`config.mk`:
```
export PLATFORM = sky130hd
export DESIGN_NAME = llc_req_arbiter
export DESIGN_NICKNAME = d
export VERILOG_FILES = /design/src/rtl/llc_req_arbiter_pkg.sv /design/src/rtl/llc_req_arbiter_fifo.sv /design/src/rtl/llc_req_arbiter.sv
export SDC_FILE = /design/constraint.sdc
export NUM_CORES = 1
export LEC_CHECK = 0
export CAP_MARGIN = 30
export CORE_MARGIN = 2
export CORE_UTILIZATION = 47
export DETAILED_ROUTE_END_ITERATION = 10
export DONT_BUFFER_PORTS = 1
export PLACE_DENSITY = 0.62
export SLEW_MARGIN = 25
export SYNTH_ARGS = -nofsm -noshare
export SYNTH_HDL_FRONTEND = slang
export SYNTH_SLANG_ARGS = --single-unit
```
`constraint.sdc`:
```
create_clock -name clk -period 11.2 [get_ports clk]
set_clock_uncertainty 0.15 [all_clocks]
set_input_delay 1.12 -clock clk [delete_from_list [all_inputs] [get_ports clk]]
set_output_delay 1.12 -clock clk [all_outputs]
set_load 0.05 [all_outputs]
```
`src/rtl/llc_req_arbiter_pkg.sv`:
```
// ============================================================================
// Module   : llc_req_arbiter_pkg
// Brief    : Shared op codes, request record and arbiter state encoding
// Revision : 1.0
// ============================================================================
`default_nettype none

package llc_req_arbiter_pkg;

  localparam int c_llc_addr_w = 32;

  typedef enum logic [3:0] {
    READ_D   = 4'd0,
    WRITE_D  = 4'd1,
    READ_I   = 4'd2,
    SNP_INV  = 4'd3,
    SNP_RD   = 4'd4,
    SNP_WR   = 4'd5,
    SNP_RWIM = 4'd6,
    CLR      = 4'd8,
    PRINT    = 4'd9,
    NOP      = 4'hF
  } llc_op_e;

  typedef struct packed {
    llc_op_e                 op;
    logic [c_llc_addr_w-1:0] addr;
  } llc_req_t;

  typedef enum logic [1:0] {
    ARB   = 2'd0,
    ISSUE = 2'd1,
    HOLD  = 2'd2
  } arb_state_e;

  function automatic logic is_cpu_op(input logic [3:0] op);
    return (op inside {4'd0, 4'd1, 4'd2, 4'd8, 4'd9});
  endfunction

  function automatic logic is_snp_op(input logic [3:0] op);
    return (op inside {[4'd3:4'd6]});
  endfunction

  function automatic logic is_barrier(input llc_op_e op);
    return (op == CLR) || (op == PRINT);
  endfunction

endpackage

`default_nettype wire

```
`src/rtl/llc_req_arbiter_fifo.sv`:
```
// ============================================================================
// Module   : llc_req_fifo
// Brief    : Synchronous request FIFO with registered full/empty flags
// Revision : 1.0
// ============================================================================
`default_nettype none

module llc_req_fifo
  import llc_req_arbiter_pkg::*;
#(
  parameter int DEPTH = 4
) (
  input  logic     clk,
  input  logic     rst_n,
  input  logic     i_push,
  input  llc_req_t i_din,
  input  logic     i_pop,
  output llc_req_t o_dout,
  output logic     o_full,
  output logic     o_empty
);

  localparam int c_ptr_w = $clog2(DEPTH);

  llc_req_t           r_mem [DEPTH];
  logic [c_ptr_w:0]   r_wr_ptr;
  logic [c_ptr_w:0]   r_rd_ptr;
  logic               r_full;
  logic               r_empty;
  logic               w_push_ok;
  logic               w_pop_ok;
  logic [c_ptr_w:0]   w_wr_nxt;
  logic [c_ptr_w:0]   w_rd_nxt;

  assign w_push_ok = i_push && !r_full;
  assign w_pop_ok  = i_pop && !r_empty;
  assign w_wr_nxt  = r_wr_ptr + (c_ptr_w+1)'(w_push_ok);
  assign w_rd_nxt  = r_rd_ptr + (c_ptr_w+1)'(w_pop_ok);

  always_ff @(posedge clk) begin
    if (w_push_ok) begin
      r_mem[r_wr_ptr[c_ptr_w-1:0]] <= i_din;
    end
  end

  // Flags come from the next pointers so they are valid straight off the register.
  always_ff @(posedge clk or negedge rst_n) begin
    if (!rst_n) begin
      r_wr_ptr <= '0;
      r_rd_ptr <= '0;
      r_full   <= 1'b0;
      r_empty  <= 1'b1;
    end else begin
      r_wr_ptr <= w_wr_nxt;
      r_rd_ptr <= w_rd_nxt;
      r_empty  <= (w_wr_nxt == w_rd_nxt);
      r_full   <= (w_wr_nxt[c_ptr_w] != w_rd_nxt[c_ptr_w]) &&
                  (w_wr_nxt[c_ptr_w-1:0] == w_rd_nxt[c_ptr_w-1:0]);
    end
  end

  assign o_dout  = r_mem[r_rd_ptr[c_ptr_w-1:0]];
  assign o_full  = r_full;
  assign o_empty = r_empty;

endmodule

`default_nettype wire

```
`src/rtl/llc_req_arbiter.sv`:
```
// ============================================================================
// Module   : llc_req_arbiter
// Brief    : CPU/snoop request arbiter feeding single-cycle LLC commands.
//            Optional statistics outputs enabled by LLC_ARB_STATS_EN.
// Revision : 1.0
// ============================================================================
`default_nettype none

module llc_req_arbiter
  import llc_req_arbiter_pkg::*;
#(
  parameter int FIFO_DEPTH    = 4,
  parameter int MAX_SNP_BURST = 3,
  parameter int ADDR_W        = 32
) (
  input  logic              clk,
  input  logic              rst_n,
  input  logic              cpu_valid,
  output logic              cpu_ready,
  input  logic [3:0]        cpu_op,
  input  logic [ADDR_W-1:0] cpu_addr,
  input  logic              snp_valid,
  output logic              snp_ready,
  input  logic [3:0]        snp_op,
  input  logic [ADDR_W-1:0] snp_addr,
  output logic              llc_valid,
  output logic [3:0]        llc_op,
  output logic [ADDR_W-1:0] llc_addr,
  input  logic              llc_hold,
  output logic              err_illegal
`ifdef LLC_ARB_STATS_EN
  ,
  output logic [31:0]       stat_cpu_issued,
  output logic [31:0]       stat_snp_issued,
  output logic [31:0]       stat_hold_cycles
`endif
);

  localparam int                 c_burst_w   = $clog2(MAX_SNP_BURST + 1);
  localparam logic [c_burst_w-1:0] c_burst_max = c_burst_w'(MAX_SNP_BURST);

  arb_state_e          r_state;
  arb_state_e          w_state_nxt;
  logic                r_llc_valid;
  llc_op_e             r_llc_op;
  logic [ADDR_W-1:0]   r_llc_addr;
  logic                r_err;
  logic [c_burst_w-1:0] r_burst;

  logic                w_valid_nxt;
  llc_op_e             w_op_nxt;
  logic [ADDR_W-1:0]   w_addr_nxt;
  logic                w_grant;

  llc_req_t            w_cpu_din;
  llc_req_t            w_snp_din;
  llc_req_t            w_cpu_head;
  llc_req_t            w_snp_head;
  llc_req_t            w_sel;
  logic                w_cpu_full;
  logic                w_cpu_empty;
  logic                w_snp_full;
  logic                w_snp_empty;
  logic                w_cpu_xfer;
  logic                w_snp_xfer;
  logic                w_cpu_legal;
  logic                w_snp_legal;
  logic                w_cpu_elig;
  logic                w_snp_elig;
  logic                w_cand;
  logic                w_pick_cpu;
  logic                w_pop_cpu;
  logic                w_pop_snp;

  assign cpu_ready   = !w_cpu_full;
  assign snp_ready   = !w_snp_full;
  assign w_cpu_xfer  = cpu_valid && cpu_ready;
  assign w_snp_xfer  = snp_valid && snp_ready;
  assign w_cpu_legal = is_cpu_op(cpu_op);
  assign w_snp_legal = is_snp_op(snp_op);

  assign w_cpu_din = '{op: llc_op_e'(cpu_op), addr: c_llc_addr_w'(cpu_addr)};
  assign w_snp_din = '{op: llc_op_e'(snp_op), addr: c_llc_addr_w'(snp_addr)};

  llc_req_fifo #(.DEPTH(FIFO_DEPTH)) u_cpu_fifo (
    .clk     (clk),
    .rst_n   (rst_n),
    .i_push  (w_cpu_xfer && w_cpu_legal),
    .i_din   (w_cpu_din),
    .i_pop   (w_pop_cpu),
    .o_dout  (w_cpu_head),
    .o_full  (w_cpu_full),
    .o_empty (w_cpu_empty)
  );

  llc_req_fifo #(.DEPTH(FIFO_DEPTH)) u_snp_fifo (
    .clk     (clk),
    .rst_n   (rst_n),
    .i_push  (w_snp_xfer && w_snp_legal),
    .i_din   (w_snp_din),
    .i_pop   (w_pop_snp),
    .o_dout  (w_snp_head),
    .o_full  (w_snp_full),
    .o_empty (w_snp_empty)
  );

  // Clear/print wait until every queued snoop has been issued.
  assign w_snp_elig = !w_snp_empty;
  assign w_cpu_elig = !w_cpu_empty && (!is_barrier(w_cpu_head.op) || w_snp_empty);
  assign w_cand     = w_cpu_elig || w_snp_elig;
  assign w_pick_cpu = w_cpu_elig && (!w_snp_elig || (r_burst == c_burst_max));
  assign w_sel      = w_pick_cpu ? w_cpu_head : w_snp_head;
  assign w_pop_cpu  = w_grant && w_pick_cpu;
  assign w_pop_snp  = w_grant && !w_pick_cpu;

  always_comb begin
    w_state_nxt = r_state;
    w_grant     = 1'b0;
    w_valid_nxt = 1'b0;
    w_op_nxt    = NOP;
    w_addr_nxt  = r_llc_addr;
    case (r_state)
      ARB: begin
        if (w_cand) begin
          w_grant     = 1'b1;
          w_state_nxt = ISSUE;
        end
      end
      ISSUE: begin
        if (llc_hold) begin
          w_state_nxt = HOLD;
        end else if (w_cand) begin
          w_grant     = 1'b1;
        end else begin
          w_state_nxt = ARB;
        end
      end
      HOLD: begin
        if (!llc_hold) begin
          w_state_nxt = ARB;
        end
      end
      default: w_state_nxt = ARB;
    endcase
    if (w_grant) begin
      w_valid_nxt = 1'b1;
      w_op_nxt    = w_sel.op;
      w_addr_nxt  = w_sel.addr[ADDR_W-1:0];
    end
  end

  always_ff @(posedge clk or negedge rst_n) begin
    if (!rst_n) begin
      r_state     <= ARB;
      r_llc_valid <= 1'b0;
      r_llc_op    <= NOP;
      r_llc_addr  <= '0;
      r_err       <= 1'b0;
    end else begin
      r_state     <= w_state_nxt;
      r_llc_valid <= w_valid_nxt;
      r_llc_op    <= w_op_nxt;
      r_llc_addr  <= w_addr_nxt;
      r_err       <= (w_cpu_xfer && !w_cpu_legal) || (w_snp_xfer && !w_snp_legal);
    end
  end

  // Consecutive snoop grants counted only while a CPU request is waiting.
  always_ff @(posedge clk or negedge rst_n) begin
    if (!rst_n) begin
      r_burst <= '0;
    end else if (w_cpu_empty || w_pop_cpu) begin
      r_burst <= '0;
    end else if (w_pop_snp && (r_burst != c_burst_max)) begin
      r_burst <= r_burst + c_burst_w'(1);
    end
  end

  assign llc_valid   = r_llc_valid;
  assign llc_op      = r_llc_op;
  assign llc_addr    = r_llc_addr;
  assign err_illegal = r_err;

`ifdef LLC_ARB_STATS_EN
  logic [31:0] r_stat_cpu;
  logic [31:0] r_stat_snp;
  logic [31:0] r_stat_hold;

  always_ff @(posedge clk or negedge rst_n) begin
    if (!rst_n) begin
      r_stat_cpu  <= '0;
      r_stat_snp  <= '0;
      r_stat_hold <= '0;
    end else begin
      if (w_pop_cpu && (r_stat_cpu != '1)) r_stat_cpu <= r_stat_cpu + 32'd1;
      if (w_pop_snp && (r_stat_snp != '1)) r_stat_snp <= r_stat_snp + 32'd1;
      if ((r_state == HOLD) && (r_stat_hold != '1)) r_stat_hold <= r_stat_hold + 32'd1;
    end
  end

  assign stat_cpu_issued  = r_stat_cpu;
  assign stat_snp_issued  = r_stat_snp;
  assign stat_hold_cycles = r_stat_hold;
`endif

endmodule

`default_nettype wire
```
==> Word-level counts from Yosys, hierarchy flattened <==
Memories as Yosys holds them, arrays and structs flattened.
Index checks and enable logic that the tools add are counted.
{ "totals": {"register_bits": 58, "ramBits": 288, "inputBits": 77, "output_inout_bits": 40, "elab_cells": 96, "memories": 2} }
{ "memory_table": {"columns": ["name", "words", "word_bits", "rd", "rd_clocked_by_memory_dff", "wr", "line", "text"], "rows": [
  ["u_cpu_fifo.r_mem", 4, 36, 1, 0, 1, "llc_req_arbiter_fifo.sv:25", "llc_req_t r_mem [DEPTH];"],
  ["u_snp_fifo.r_mem", 4, 36, 1, 0, 1, "llc_req_arbiter_fifo.sv:25", null]
]} }
{ "classes": {"add_sub_neg": 5, "order_cmp": 2, "n_eq_ne": 19, "muxes": 17, "n_reduce_logical": 37} }
{ "ops": {"columns": ["cell", "count"], "rows": [
  ["$mux 36", 1],
  ["$logic_and 1x1->1", 18],
  ["$eq 4x4->1 const B", 4],
  ["$add 3x1->3", 4],
  ["$mux 2", 6],
  ["$logic_not 1->1", 8],
  ["$mux 1", 7],
  ["$eq 3x3->1", 2],
  ["$logic_or 1x1->1", 6],
  ["$ne 2x2->1 const B", 3],
  ["$pmux 2 s3", 1],
  ["$reduce_bool 5->1", 1],
  ["$eq 2x2->1", 2],
  ["$eq 2x2->1 const B", 2],
  ["$eq 4x1->1 const B", 1],
  ["$eq 4x2->1 const B", 1],
  ["$ge 4x2->1 const B", 1],
  ["$le 4x3->1 const B", 1],
  ["$logic_not 4->1", 1],
  ["$mux 4", 1],
  ["$ne 3x3->1 const B", 1],
  ["$reduce_and 3->1", 1],
  ["$add 2x1->2 const B", 1],
  ["$eq 2x1->1 const B", 1],
  ["other kinds (4)", 5]
]} }

==> Longest topological paths before layout <==
Gate-level depths: netlist (run 1).
An unclocked memory read counts as a cell.
{ "depth": {"ltp_word": 15, "depth_mapped": 11, "mapped_depth_nobuf": 9} }

==> By module <==
A second synthesis (run 1) with hierarchy kept.
{ "hier_totals": {"hier_cells": 594, "area_unflattened_um2": 13176.4} }
{ "modules_own_cells": {"columns": ["module", "instances", "cells_per_inst", "area_each_um2", "seq_area_each_um2"], "rows": [
  ["llc_req_fifo", 2, 216, 5604.1, 4525.6],
  ["llc_req_arbiter", 1, 162, 1968.1, 1056.0]
]} }

==> Worst setup path before layout (run 1) <==
Ideal clock, no wire load.
{ "synth_path": {"path_type": "input -> register", "start": "in snp_op[2]", "end": "mem u_snp_fifo.r_mem[1][0] (netlist bit) (enable)", "arrival_ns": 4.353, "required_time_ns": 10.568, "slack_ns": 6.216, "stages": 4, "path_buffers": 0, "cell_sequence": "a21bo_2 a21oi_1 nand3_1 nor3b_1"} }
{ "synth_between": {"elab_chain_cells": 6, "elab_cells_between_ends": 7} }
{ "synth_lines": {"columns": ["item", "line", "text"], "rows": [
  ["from (decl)", "llc_req_arbiter.sv:24", "input logic [3:0] snp_op,"],
  ["$ge 4x2->1 / $le 4x3->1 (equally long branches)", "llc_req_arbiter_pkg.sv:41", "return (op inside {[4'd3:4'd6]});"],
  ["$logic_and 1x1->1 (*)", "llc_req_arbiter_pkg.sv:41", null],
  ["$logic_and 1x1->1 (*)", "llc_req_arbiter.sv:99", ".i_push (w_snp_xfer && w_snp_legal),"],
  ["$logic_and 1x1->1 (*)", "llc_req_arbiter_fifo.sv:35", "assign w_push_ok = i_push && !r_full;"],
  ["$mux 1 (*)", "llc_req_arbiter_fifo.sv:41", "if (w_push_ok) begin"],
  ["$mux 1 (not written as such) (*)", "llc_req_arbiter_fifo.sv:42", "r_mem[r_wr_ptr[c_ptr_w-1:0]] <= i_din;"],
  ["to (decl)", "llc_req_arbiter_fifo.sv:25", null]
]} }
Every way passes the cells marked *; elsewhere a longest branch is shown, timed or not.

==> Final worst setup path (run 1) <==
{ "layout_path": {"start": "reg u_cpu_fifo.r_rd_ptr[0]", "end": "reg u_cpu_fifo.r_full (netlist: u_cpu_fifo.o_full)"} }
{ "layout_between": {"elab_chain_cells": 15, "elab_cells_between_ends": 18} }
{ "layout_lines": {"columns": ["item", "line", "text"], "rows": [
  ["from (decl)", "llc_req_arbiter_fifo.sv:27", "logic [c_ptr_w:0] r_rd_ptr;"],
  ["from (signal assigned)", "llc_req_arbiter_fifo.sv:55", "r_rd_ptr <= w_rd_nxt;"],
  ["$mem_v2 4x36", null, null],
  ["$eq 4x4->1", "llc_req_arbiter_pkg.sv:45", "return (op == CLR) || (op == PRINT);"],
  ["$logic_or 1x1->1", "llc_req_arbiter_pkg.sv:45", null],
  ["$logic_not 1->1", "llc_req_arbiter.sv:109", "assign w_cpu_elig = !w_cpu_empty && (!is_barrier(w_cpu_head.op) || w_snp_empty);"],
  ["$logic_or 1x1->1", "llc_req_arbiter.sv:109", null],
  ["$logic_and 1x1->1", "llc_req_arbiter.sv:109", null],
  ["$logic_or 1x1->1", "llc_req_arbiter.sv:110", "assign w_cand = w_cpu_elig || w_snp_elig;"],
  ["$mux 1", "llc_req_arbiter.sv:124, llc_req_arbiter.sv:132", null],
  ["$mux 1", "llc_req_arbiter.sv:130", "if (llc_hold) begin"],
  ["$pmux 1 s2", "llc_req_arbiter.sv:122", "case (r_state)"],
  ["$logic_and 1x1->1", "llc_req_arbiter.sv:113", "assign w_pop_cpu = w_grant && w_pick_cpu;"],
  ["$logic_and 1x1->1", "llc_req_arbiter_fifo.sv:36", "assign w_pop_ok = i_pop && !r_empty;"],
  ["$add 3x1->3 (*)", "llc_req_arbiter_fifo.sv:38", "assign w_rd_nxt = r_rd_ptr + (c_ptr_w+1)'(w_pop_ok);"],
  ["$eq 2x2->1 / $ne 1x1->1 (equally long branches)", "llc_req_arbiter_fifo.sv:58, llc_req_arbiter_fifo.sv:57", null],
  ["$logic_and 1x1->1 (*)", "llc_req_arbiter_fifo.sv:57", "r_full <= (w_wr_nxt[c_ptr_w] != w_rd_nxt[c_ptr_w]) &&"],
  ["to (signal assigned)", "llc_req_arbiter_fifo.sv:57", null],
  ["to (decl)", "llc_req_arbiter_fifo.sv:28", "logic r_full;"]
]} }
Marks and branches as above.
A chain may end at the register's enable or synchronous reset.

==> summary.md, run 1 <==
| Metric | Value |
|---|---|
| Chip width | `171 um` |
| Sum Neg Setup Slack | `0 ns` |
| Maximum clock insertion buffer count | `3` |
| Synth warn | `0` |
| Total GRT Usage | `18.4%` |
| Vias in the first global route | `6,474` |
| Relative slew slack | `38.5%` |
| Most common cell after layout, fill and taps aside | `edfxtp_1` |
| Critical Path RT | `11.48 ns` |
| Area grow syn2layout | `12.7%` |
| Crit Path Class | `flip-flop to flip-flop` |
| Distinct cell type count after synthesis | `39` |
| Setup crit end kind | `flip-flop` |
| Final worst-path cycle share | `37.8%` |
| Pwr Density | `267 nW/um2` |
| Num CTS Buffers | `35` |
| Largest vdd supply drop | `0.114 mV` |
| Sequential fraction of the synthesis area | `77.0%` |
| Hold Buf Count CTS | `0` |
| Residual DRC | `0` |
| Die footprint | `29,300 um2` |
| Routed WL | `26,300 um` |
| Worst skew pair latency | `0.50 ns` |
| Largest net degree at the start of global routing | `59` |
| IO buf count | `0` |
| Worst Tran Pin Value | `0.920 ns` |
| Final Max Slew Viols | `0` |
| Core ar. | `27,600 um2` |
| Syn Inst Count | `650` |
| Mapped Area | `13,100 um2` |
| #FFs+latches synth | `346` |
| CTS tree | `done` |
| Static Leak | `0.00495 uW` |
| Die Ht | `171 um` |
| Max-cap viol count | `0` |
| RSZ-0062 raised after global routing | `no` |
| Crit path time final | `4.24 ns` |
| Nets@finish | `753` |
| Placed Area | `13,700 um2` |
| Post-route insts no fill | `1,071` |
| Endpoints failing setup | `0` |
| H-tree depth | `2` |
| Routed vias | `6,043` |
| Clk pwr share | `28.2%` |
| Initial Util | `47.5%` |
| Pint | `2660 uW` |
| First-pass GRT wire length | `39,400 um` |
| Number of buffers added for setup after CTS | `0` |
| Vias per Instance | `5.64` |
| Clock root cell | `clkbuf_16` |
| Starting DRT DRC Count | `402` |
| Placed insts | `1,007` |
| Post-Route Utilization | `53.6%` |
| Avg Cell Area, Syn | `20.2 um2` |
| Sw Pwr | `1290 uW` |
| Post_cts resized | `0` |
| Fin. Hold Viols | `0` |
| HPWL Detailed | `16,600 um` |
| Antenna Cells | `0` |
| Sequential group share of total power | `49.7%` |
| Initial antenna violation count | `0` |
| Row count | `61` |
| Design area | `14,800 um2` |
| Global placement routability congestion | `0.725` |
| WL/cell | `24.5 um` |
| Drt first pass iters | `5` |
| Reg clk slew, reported paths | `0.06 ns` |
| Global route overflow | `0` |
| Fraction of layout cells with a size suffix above 1 | `22.7%` |
| Sw Share | `32.7%` |
| Worst-path fanout max | `36` |
| Max Clk Rate | `236 MHz` |
| CTS sink count | `346` |
| DRT antenna net count | `0` |
| Crit path DAT | `4.52 ns` |
| Status | `completed` |
| Commonest cells after routing, fill and taps aside | `edfxtp_1 (288), mux4_2 (72), o211ai_1 (64)` |
| Logic gate share of total power | `22.0%` |
| Syn_nets | `736` |
| Hold Path Class | `primary input to asynchronous set/reset pin` |
| IO Pins | `117` |
| CP startpoint kind | `flip-flop` |
[final cells by class]
cell class | count | area [um2]
Clock buffer | 50 | 995
Tap cell | 378 | 473
Multi-Input combinational cell | 229 | 2770
Inverter | 42 | 159
Sequential cell | 346 | 10100
Fill cell | 2137 | 12800
Clock inverter | 13 | 111
Timing Repair Buffer | 13 | 180
[metrics by stage]
step,setup slack (ns),total power [uW],hold slack (ns)
after global placement,6.50,2830,0.312
after global routing,6.50,4140,0.131
after CTS,6.90,3990,0.140
after detailed placement,6.90,2880,0.314
final,6.96,3950,0.161
after floorplan,6.22,2620,0.297
[worst max-delay path, cell delays in order (launching register included)]
cell     delay (ns)
dfrtp_2        0.63
buf_4          0.56
mux4_2         0.35
nor4b_4        0.20
buf_4          0.41
or2_2          0.74
inv_2          0.11
ha_1           0.23
ha_1           0.19
xnor2_1        0.25
xnor2_1        0.17
nor2b_1        0.14
[synth_stat cells]
cell,count,area (um2)
o211ai_1,64,480
inv_2,1,3.75
mux4_2,72,1620
and2_1,1,6.26
nor2b_1,2,12.5
xor2_1,3,26.3
a2111oi_0,1,8.76
o32ai_1,1,8.76
or2_1,1,6.26
buf_4,5,37.5
o21bai_1,1,7.51
a21oi_1,1,5.00
inv_1,40,150
buf_1,3,11.3
dfstp_2,6,158
o22a_1,4,35.0
nand3_1,1,5.00
nand2_1,35,131
nor2_1,4,15.0
and3_1,2,12.5
clkbuf_1,20,75.1
nand3b_1,1,7.51
nor3_1,4,20.0
nor3b_1,3,22.5
mux2i_1,1,10.0
a221o_1,1,10.0
edfxtp_1,288,8650
ha_1,9,113
a21bo_2,1,10.0
o21ai_0,2,10.0
xnor2_1,9,78.8
nand2b_1,1,6.26
o21a_1,1,7.51
nor4b_4,1,23.8
a211oi_1,1,7.51
dfrtp_1,52,1300
and3b_1,1,8.76
clkinv_1,1,3.75
buf_2,5,25.0
[registers in the layout, indices dropped and copies added (netlist names), 2 cells and up]
signal	cells
llc_op	4
llc_addr	32
r_state	2
u_snp_fifo.r_wr_ptr	3
u_cpu_fifo.r_wr_ptr	3
u_cpu_fifo.r_rd_ptr	3
u_snp_fifo.r_rd_ptr	3
u_cpu_fifo.r_mem	144
u_snp_fifo.r_mem	144
r_burst	2
[worst paths after layout]
kind                       slack [ns]              startpoint  depth (start not counted)                endpoint
min                              0.16                   rst_n                          0  u_snp_fifo.r_rd_ptr[0]
min reg2reg                      0.32  u_snp_fifo.r_rd_ptr[2]                          1  u_snp_fifo.r_rd_ptr[2]
min in group clk                 0.32  u_snp_fifo.r_rd_ptr[2]                          1  u_snp_fifo.r_rd_ptr[2]
max in group asynchronous       10.54                   rst_n                          0      u_cpu_fifo.o_empty
max reg2reg                      6.96  u_cpu_fifo.r_rd_ptr[0]                         11       u_cpu_fifo.o_full
max                              6.96  u_cpu_fifo.r_rd_ptr[0]                         11       u_cpu_fifo.o_full
[layer usage]
metal,global-route usage [%],up-vias,wire length (um),part of all wire [%]
met4,5.23,0,486,1.9
li1,-,2640,-,-
met3,6.55,35,2220,8.4
met2,30.9,160,13300,51
met1,22.8,3208,10300,39
met5,0,-,0,0
[cell families after synthesis]
kind of cell	after synthesis	synth area share (%)
AOI/OAI and AO/OA	78	4.50
xor gates and xnor gates	12	0.800
adders and majority gates	9	0.858
buffers and inverters	75	2.33
DFF	346	77.0
muxes	73	12.4
and+or+nand+nor	57	2.12
[power by group through the flow]
| stage | combinational (uW) | clock [uW] | sequential (uW) |
|---|---|---|---|
| floorplan | 728 | 0 | 1890 |
| global placement | 809 | 0 | 2030 |
| detailed placement | 864 | 0 | 2010 |
| CTS | 865 | 1140 | 1990 |
| global route | 959 | 1190 | 1990 |
| finish | 871 | 1120 | 1970 |
Note: power is estimated with default switching activity, not from simulation.
==> run 2, diff against run 1 <==
clock period = 4.43 ns   (was 11.2 ns; I/O delays follow)
==> run 2 against run 1 <==
Cell count grew 7.1%. Critical path type unchanged. Largest power group unchanged. Via count rose by 6.1%. Clock power rose by 150%. First-iteration DRC count grew 33%. Die area unchanged. Worst hold slack got worse by 0.13 ns. Highest routed layer is now met5.
==> summary.md, run 2 (same netlist as run 1, synthesis figures left out) <==
| Metric | Value |
|---|---|
| Hold Path Class | `primary input to flip-flop` |
| Die footprint | `29,300 um2 (unchanged)` |
| Routed vias | `6,414 (+6.1%)` |
| Most used cell, CP | `ha_1` |
| Die Ht | `171 um (unchanged)` |
| Clock root cell | `clkbuf_16` |
| Hold path endpoint | `err_illegal` |
| Final Max Slew Viols | `0 (unchanged)` |
| Initial Util | `47.5% (unchanged)` |
| Sequential group share of total power | `49.2% (-0.5 points)` |
| Pint | `6770 uW (+150%)` |
| Vias in the first global route | `6,863 (+6.0%)` |
| Row count | `61 (unchanged)` |
| Antenna Cells | `0 (unchanged)` |
| Crit path DAT | `3.36 ns (-1.16 ns)` |
| CTS sink count | `346 (unchanged)` |
| Sw Share | `32.8% (+0.14 points)` |
| Global route overflow | `0 (unchanged)` |
| Worst-path fanout max | `12 (-67%)` |
| Starting DRT DRC Count | `534 (+33%)` |
| Commonest cells after routing, fill and taps aside | `edfxtp_1 (288), dlygate4sd3_1 (75), mux4_2 (72)` |
| Worst hold path depth | `2` |
| DRT antenna net count | `0 (unchanged)` |
| Total Power | `10,100 uW (+150%)` |
| RSZ-0062 raised after global routing | `no` |
| Static Leak | `0.00526 uW (+6.2%)` |
| Total GRT Usage | `19.0% (+0.53 points)` |
| CTS tree | `done` |
| Drt first pass iters | `5 (unchanged)` |
| PnR worst setup slack | `1.33 ns (-5.63 ns)` |
| Residual DRC | `0 (unchanged)` |
| WL/cell | `23.6 um (-3.9%)` |
| Status | `completed` |
| Post-Route Utilization | `56.2% (+2.6 points)` |
| Reg-to-reg endpoint | `u_snp_fifo.o_full` |
| Bufs and invs on worst path | `2 (-1)` |
| H-tree depth | `2 (unchanged)` |
| Core ar. | `27,600 um2 (unchanged)` |
| Max Clk Rate | `323 MHz (+37%)` |
| CP startpoint kind | `flip-flop` |
| HPWL Detailed | `16,300 um (-1.6%)` |
| Num CTS Buffers | `34 (-2.9%)` |
| Length in cells of the worst reg-to-reg path | `10 (-1)` |
| FF-to-FF setup slack | `1.33 ns (-5.63 ns)` |
| Initial antenna violation count | `1 (+1)` |
| Fraction of layout cells with a size suffix above 1 | `20.7% (-2.0 points)` |
| Reg clk slew, reported paths | `0.06 ns (about the same)` |
| Placed Area | `13,700 um2 (unchanged)` |
| Largest net degree at the start of global routing | `59 (unchanged)` |
| Critical Path, Cell by Cell | `mux4_2, nor4b_4, buf_4, o21ai_0, inv_1, ha_1, ha_1, xor2_1, xnor2_1, nor2b_1` |
| Critical Path Slowest Stage Cell | `mux4_2` |
| Clk pwr share | `27.6% (-0.6 points)` |
| Critical path's top delay family | `multiplexers` |
| Worst reg2reg path startpoint | `u_cpu_fifo.r_rd_ptr[0]` |
| Vias per Instance | `5.59 (-0.89%)` |
| Sw Pwr | `3310 uW (+160%)` |
| IO Pins | `117 (unchanged)` |
| Most common cell after layout, fill and taps aside | `edfxtp_1` |
| Critical Path RT | `4.69 ns (-6.79 ns)` |
| IO buf count | `0 (unchanged)` |
| Crit path time final | `3.10 ns (-1.14 ns)` |
| Worst skew pair latency | `0.50 ns (about the same)` |
| Global placement routability congestion | `0.737 (+1.6%)` |
| Worst Tran Pin Value | `0.901 ns (-0.0192 ns)` |
| Number of buffers added for setup after CTS | `0 (unchanged)` |
| Final worst-path cycle share | `69.9% (+32 points)` |
| Max-cap viol count | `0 (unchanged)` |
| Crit Path Class | `flip-flop to flip-flop` |
| Sum Neg Setup Slack | `0 ns (unchanged)` |
| Area grow syn2layout | `18.3%` |
| Logic gate share of total power | `23.2% (+1.2 points)` |
| Fin. Hold Viols | `0 (unchanged)` |
| Routed WL | `27,000 um (+2.9%)` |
| Relative slew slack | `38.4% (-0.11 points)` |
| Setup crit end kind | `flip-flop` |
| Pwr Density | `649 nW/um2 (+140%)` |
| First-pass GRT wire length | `41,100 um (+4.1%)` |
| Endpoints failing setup | `0 (unchanged)` |
| Nets@finish | `832 (+10%)` |
| Worst Hold Launch | `cpu_valid` |
| Design area | `15,500 um2 (+4.9%)` |
| Chip width | `171 um (unchanged)` |
| Maximum clock insertion buffer count | `3 (unchanged)` |
| Dpl ws | `1.34 ns (-5.56 ns)` |
| Worst path max stage delay | `0.53 ns (-0.21 ns)` |
| Largest vdd supply drop | `0.294 mV (+160%)` |
-- run 2: changes by cell type in the layout (fill, tap and decap cells not counted), sizes merged --
cell,before,now
dlygate4sd3,0,75
buf,13,18
clkinv,11,7
bufinv,2,3
clkinvlp,1,0
-- run 2: layout make-up --
| cell class | instances | area (um2) |
|---|---|---|
| tap | 378 | 473 |
| multi-input combinational | 229 | 2770 |
| sequential | 346 | 10100 |
| clock inverter | 9 | 129 |
| clock buffer | 50 | 951 |
| timing repair buffer | 93 | 938 |
| inverter | 42 | 158 |
| fill | 2078 | 12100 |
-- run 2: worst max path at each step --
stage,from,endpoint,cells after the start
final,u_cpu_fifo.r_rd_ptr[0],u_snp_fifo.o_full,10
after global routing,u_cpu_fifo.r_rd_ptr[0],u_snp_fifo.o_full,10
after CTS,u_cpu_fifo.r_rd_ptr[0],u_snp_fifo.o_full,10
after detailed placement,u_cpu_fifo.r_rd_ptr[0],u_snp_fifo.o_full,10
after global placement,u_cpu_fifo.r_rd_ptr[0],u_snp_fifo.o_full,10
after floorplan,snp_op[2],u_snp_fifo.r_mem[1][0],4
-- run 2: metrics by stage --
step / hold WS, ns / std cells
floorplan: -0.00259 / 650
global placement: 0.00273 / 1010
detailed placement: 0.00194 / 1012
CTS: 0.0179 / 1147
global route: 0.0343 / 1147
finish: 0.0300 / 1147
-- run 2: layer usage --
layer  wire (um)  vias to the layer above  global-route usage [%]
li1            -                     2796                       -
met1       11200                     3427                    25.1
met2       14100                      151                    32.7
met3        1360                       38                    4.05
met4         365                        2                    4.13
met5          11                        -                       0
-- run 2: timing repair --
action,in CTS,in global routing
setup endpoints to repair,0,0
resized for setup,0,0
hold endpoints to repair,348,0
hold buffers,76,0
-- run 2: power by group through the flow --
stage               Clock, uW  Combinational, uW  Sequential [uW]
floorplan                   0               1840             4780
global placement            0               2170             5040
detailed placement          0               2270             5040
CTS                      2850               2380             4970
global route             2990               2540             5010
finish                   2780               2330             4950
-- run 2: worst register-to-register path: stages (launching register included) --
cell	delay [ns]
dfrtp_2	0.43
mux4_2	0.54
nor4b_4	0.15
buf_4	0.20
o21ai_0	0.50
inv_1	0.10
ha_1	0.20
ha_1	0.19
xor2_1	0.23
xnor2_1	0.17
nor2b_1	0.17
==> run 3, diff against run 2 <==
ABC_AREA = 1   (was not set)
clock period = 3.1 ns   (was 4.43 ns; I/O delays follow)
==> run 3 against run 2 <==
Clock-buffer cell count increased by 5. Flip-flop and latch count unchanged. Core utilization increased by 0.43 points. Die area increased by 2.3%. Highest routed layer is now met4. Area after synthesis increased by 2.3%. Clock power increased by 52%. Final area increased by 1.9%. Global-route usage increased by 0.95 points. Via count increased by 28%. Largest cell class unchanged. Total power increased by 53%. Synthesized cell count increased by 55%. Register-to-register slack got worse by 0.68 ns.
==> summary.md, run 3 <==
| Metric | Value |
|---|---|
| Status | `completed` |
| Clock root cell | `clkbuf_16` |
| Synth warn | `0 (unchanged)` |
| Pint | `9510 uW (+41%)` |
| Starting DRT DRC Count | `653 (+22%)` |
| Core ar. | `27,900 um2 (+1.1%)` |
| Sw Pwr | `5860 uW (+77%)` |
| FF-to-FF setup slack | `0.65 ns (-0.68 ns)` |
| Largest vdd supply drop | `0.464 mV (+58%)` |
| Commonest cells in the netlist | `edfxtp_1 (288), nor2_1 (147), o21ai_0 (139)` |
| Length in cells of the worst reg-to-reg path | `16 (+6)` |
| Post-synth top area share | `64.4% (-1.5 points)` |
| DRT antenna net count | `0 (unchanged)` |
| CTS sink count | `346 (unchanged)` |
| Final worst-path cycle share | `78.9% (+8.9 points)` |
| Sequential fraction of the synthesis area | `75.2% (-1.8 points)` |
| Worst skew pair latency | `0.52 ns (+0.02 ns)` |
| Distinct cell type count after synthesis | `34 (-13%)` |
| Mapped Area | `13,400 um2 (+2.3%)` |
| First-pass GRT wire length | `46,700 um (+14%)` |
| Ys flop type | `edfxtp_1` |
| Critical Path Start | `u_cpu_fifo.r_rd_ptr[0]` |
| Vias per Instance | `5.50 (-1.6%)` |
| Row count | `61 (unchanged)` |
| CTS tree | `done` |
| Post-route insts no fill | `1,496 (+30%)` |
| CP startpoint kind | `flip-flop` |
| Num CTS Buffers | `37 (+8.8%)` |
| Hold Path Class | `primary input to asynchronous set/reset pin` |
| Crit path time final | `2.45 ns (-0.653 ns)` |
| Crit path DAT | `2.74 ns (-0.62 ns)` |
| Placed insts | `1,350 (+33%)` |
| Initial antenna violation count | `1 (unchanged)` |
| Nets@finish | `1,174 (+41%)` |
| Worst reg2reg path startpoint | `u_cpu_fifo.r_rd_ptr[0]` |
| Share of flip-flops with an asynchronous set or reset | `16.8% (unchanged)` |
| Area grow syn2layout | `17.8%` |
| #FFs+latches synth | `346 (unchanged)` |
| Chip width | `173 um (+1.1%)` |
| Sum Neg Setup Slack | `0 ns (unchanged)` |
| WL/cell | `19.8 um (-16%)` |
| Initial Util | `48.1% (+0.58 points)` |
| EDFF count, synth | `288 (unchanged)` |
| Final Max Slew Viols | `0 (unchanged)` |
| Worst Tran Pin Value | `0.724 ns (-0.177 ns)` |
| Max-cap viol count | `0 (unchanged)` |
| Largest net degree at the start of global routing | `73 (+24%)` |
| IO Pins | `117 (unchanged)` |
| Reg clk slew, reported paths | `0.06 ns (about the same)` |
| Critical Path RT | `3.39 ns (-1.30 ns)` |
| RSZ-0062 raised after global routing | `no` |
| Fin. Hold Viols | `0 (unchanged)` |
| Global placement routability congestion | `0.797 (+8.3%)` |
| Reg-to-reg endpoint | `u_snp_fifo.o_empty` |
| Post-Route Utilization | `56.6% (+0.43 points)` |
| Die footprint | `30,000 um2 (+2.3%)` |
| Relative slew slack | `51.8% (+13 points)` |
| Syn_nets | `1,094 (+49%)` |
| Logic gate share of total power | `27.2% (+4.0 points)` |
| Drt first pass iters | `6 (+1)` |
| H-tree depth | `2 (unchanged)` |
| Vias in the first global route | `8,032 (+17%)` |
| Sw Share | `38.1% (+5.3 points)` |
| Residual DRC | `0 (unchanged)` |
| Setup crit end kind | `flip-flop` |
| Fraction of layout cells with a size suffix above 1 | `9.58% (-11 points)` |
| Static Leak | `0.00557 uW (+6.0%)` |
| Most frequent cell after synthesis | `edfxtp_1` |
| Syn Inst Count | `1,008 (+55%)` |
| Sequential group share of total power | `45.3% (-3.9 points)` |
| Routed WL | `29,700 um (+9.7%)` |
| Clk pwr share | `27.4% (-0.2 points)` |
| IO buf count | `0 (unchanged)` |
| Commonest cells after routing, fill and taps aside | `edfxtp_1 (288), nor2_1 (147), o21ai_0 (139)` |
| Synth top area cells | `edfxtp_1 (64%), dfrtp_1 (9.7%), o21ai_0 (5.2%), nor2_1 (4.1%), o22ai_1 (3.2%)` |
| Endpoints failing setup | `0 (unchanged)` |
| Routed vias | `8,232 (+28%)` |
| HPWL Detailed | `18,100 um (+11%)` |
| Max Clk Rate | `409 MHz (+27%)` |
| Pwr Density | `971 nW/um2 (+50%)` |
| Cell taking the most area after synthesis | `edfxtp_1` |
| Die Ht | `173 um (+1.1%)` |
| Global route overflow | `0 (unchanged)` |
| Avg Cell Area, Syn | `13.3 um2 (-34%)` |
| Maximum clock insertion buffer count | `3 (unchanged)` |
| Total GRT Usage | `19.9% (+0.95 points)` |
| Worst-path fanout max | `23 (+11)` |
| Crit Path Class | `flip-flop to flip-flop` |
| Most common cell after layout, fill and taps aside | `edfxtp_1` |
## run 3: changes by cell type in the layout (fill, tap and decap cells not counted), sizes merged, moves of 4 or more
cell    change
mux4       -72
nor2      +144
nor3        +4
o211ai     -63
o22a        -4
nand2      +28
xnor2       -4
nand3      +79
o21ai     +137
clkbuf      +5
buf        +12
o22ai      +69
nand4      +35
inv        -12
## run 3: power by group through the flow
stage	registers, uW	logic, uW	clock network, uW
floorplan	6830	3100	0
finish	6960	4180	4220
detailed placement	7060	4050	0
global placement	7060	3990	0
global route	7020	4720	4510
CTS	6970	4210	4320
## run 3: worst max-delay path, cell delays in order, from the launching register on
cell and delay [ns]:
dfrtp_2 0.50, inv_6 0.18, nand2_1 0.08, nand3_1 0.08, nand2_1 0.08, nand3_1 0.07, nand2_1 0.06, nand2_2 0.10
nand2_4 0.05, nand2_1 0.07, inv_1 0.04, ha_1 0.17, ha_1 0.18, xor2_1 0.18, xnor2_1 0.23, inv_1 0.06
nor2_1 0.10
## run 3: layout make-up
| cell class | count | area, um2 |
|---|---|---|
| Antenna cell | 1 | 2.50 |
| Multi-Input combinational cell | 568 | 2930 |
| Tap cell | 378 | 473 |
| Fill cell | 2284 | 12100 |
| Inverter | 29 | 114 |
| Clock inverter | 13 | 104 |
| Sequential cell | 346 | 10100 |
| Clock buffer | 55 | 1080 |
| Timing Repair Buffer | 106 | 1020 |
## run 3: how the worst max path moves through the flow
stage | endpoint | slack, ns | cells after the start
2_1_floorplan | u_cpu_fifo.r_mem[0][0] | -0.99 | 3
3_3_place_gp | u_snp_fifo.o_empty | 0.77 | 16
3_5_place_dp | u_cpu_fifo.o_full | 0.70 | 15
4_1_cts | u_snp_fifo.o_empty | 0.64 | 16
5_1_grt | u_snp_fifo.o_empty | 0.39 | 16
6_report | u_snp_fifo.o_empty | 0.65 | 16
## run 3: metal layers
layer / routed length (um) / global-route usage, % / vias up
li1: - / - / 3890
met4: 601 / 5.69 / 0
met1: 13900 / 29.7 / 4082
met5: 0 / 0 / -
met2: 13500 / 29.7 / 225
met3: 1670 / 4.35 / 35
## run 3: metrics by stage
| stage | hold slack, ns | total power, uW | area, um2 | setup slack, ns |
|---|---|---|---|---|
| finish | 0.146 | 15400 | 15800 | 0.655 |
| global route | 0.176 | 16200 | 15800 | 0.387 |
| CTS | 0.153 | 15500 | 15800 | 0.638 |
| detailed placement | -0.134 | 11100 | 13900 | 0.696 |
| global placement | -0.134 | 11000 | 13900 | 0.770 |
| floorplan | -0.136 | 9930 | 13500 | -0.987 |
## run 3: cells by family after synthesis
| group | count (synthesis) | share of synthesized area [%] |
|---|---|---|
| buf+inv | 94 | 3.53 |
| simple gates | 335 | 11.0 |
| mux | 1 | 0.0745 |
| flops | 346 | 75.2 |
| compound gates | 212 | 8.59 |
| fa+ha+maj | 9 | 0.838 |
| xor+xnor | 11 | 0.717 |
## run 3: what timing repair did
action,4_1_cts,5_1_grt
hold buffers,77,0
gates resized for setup,0,0
setup buffers,0,0
endpoints found under the hold margin,349,0
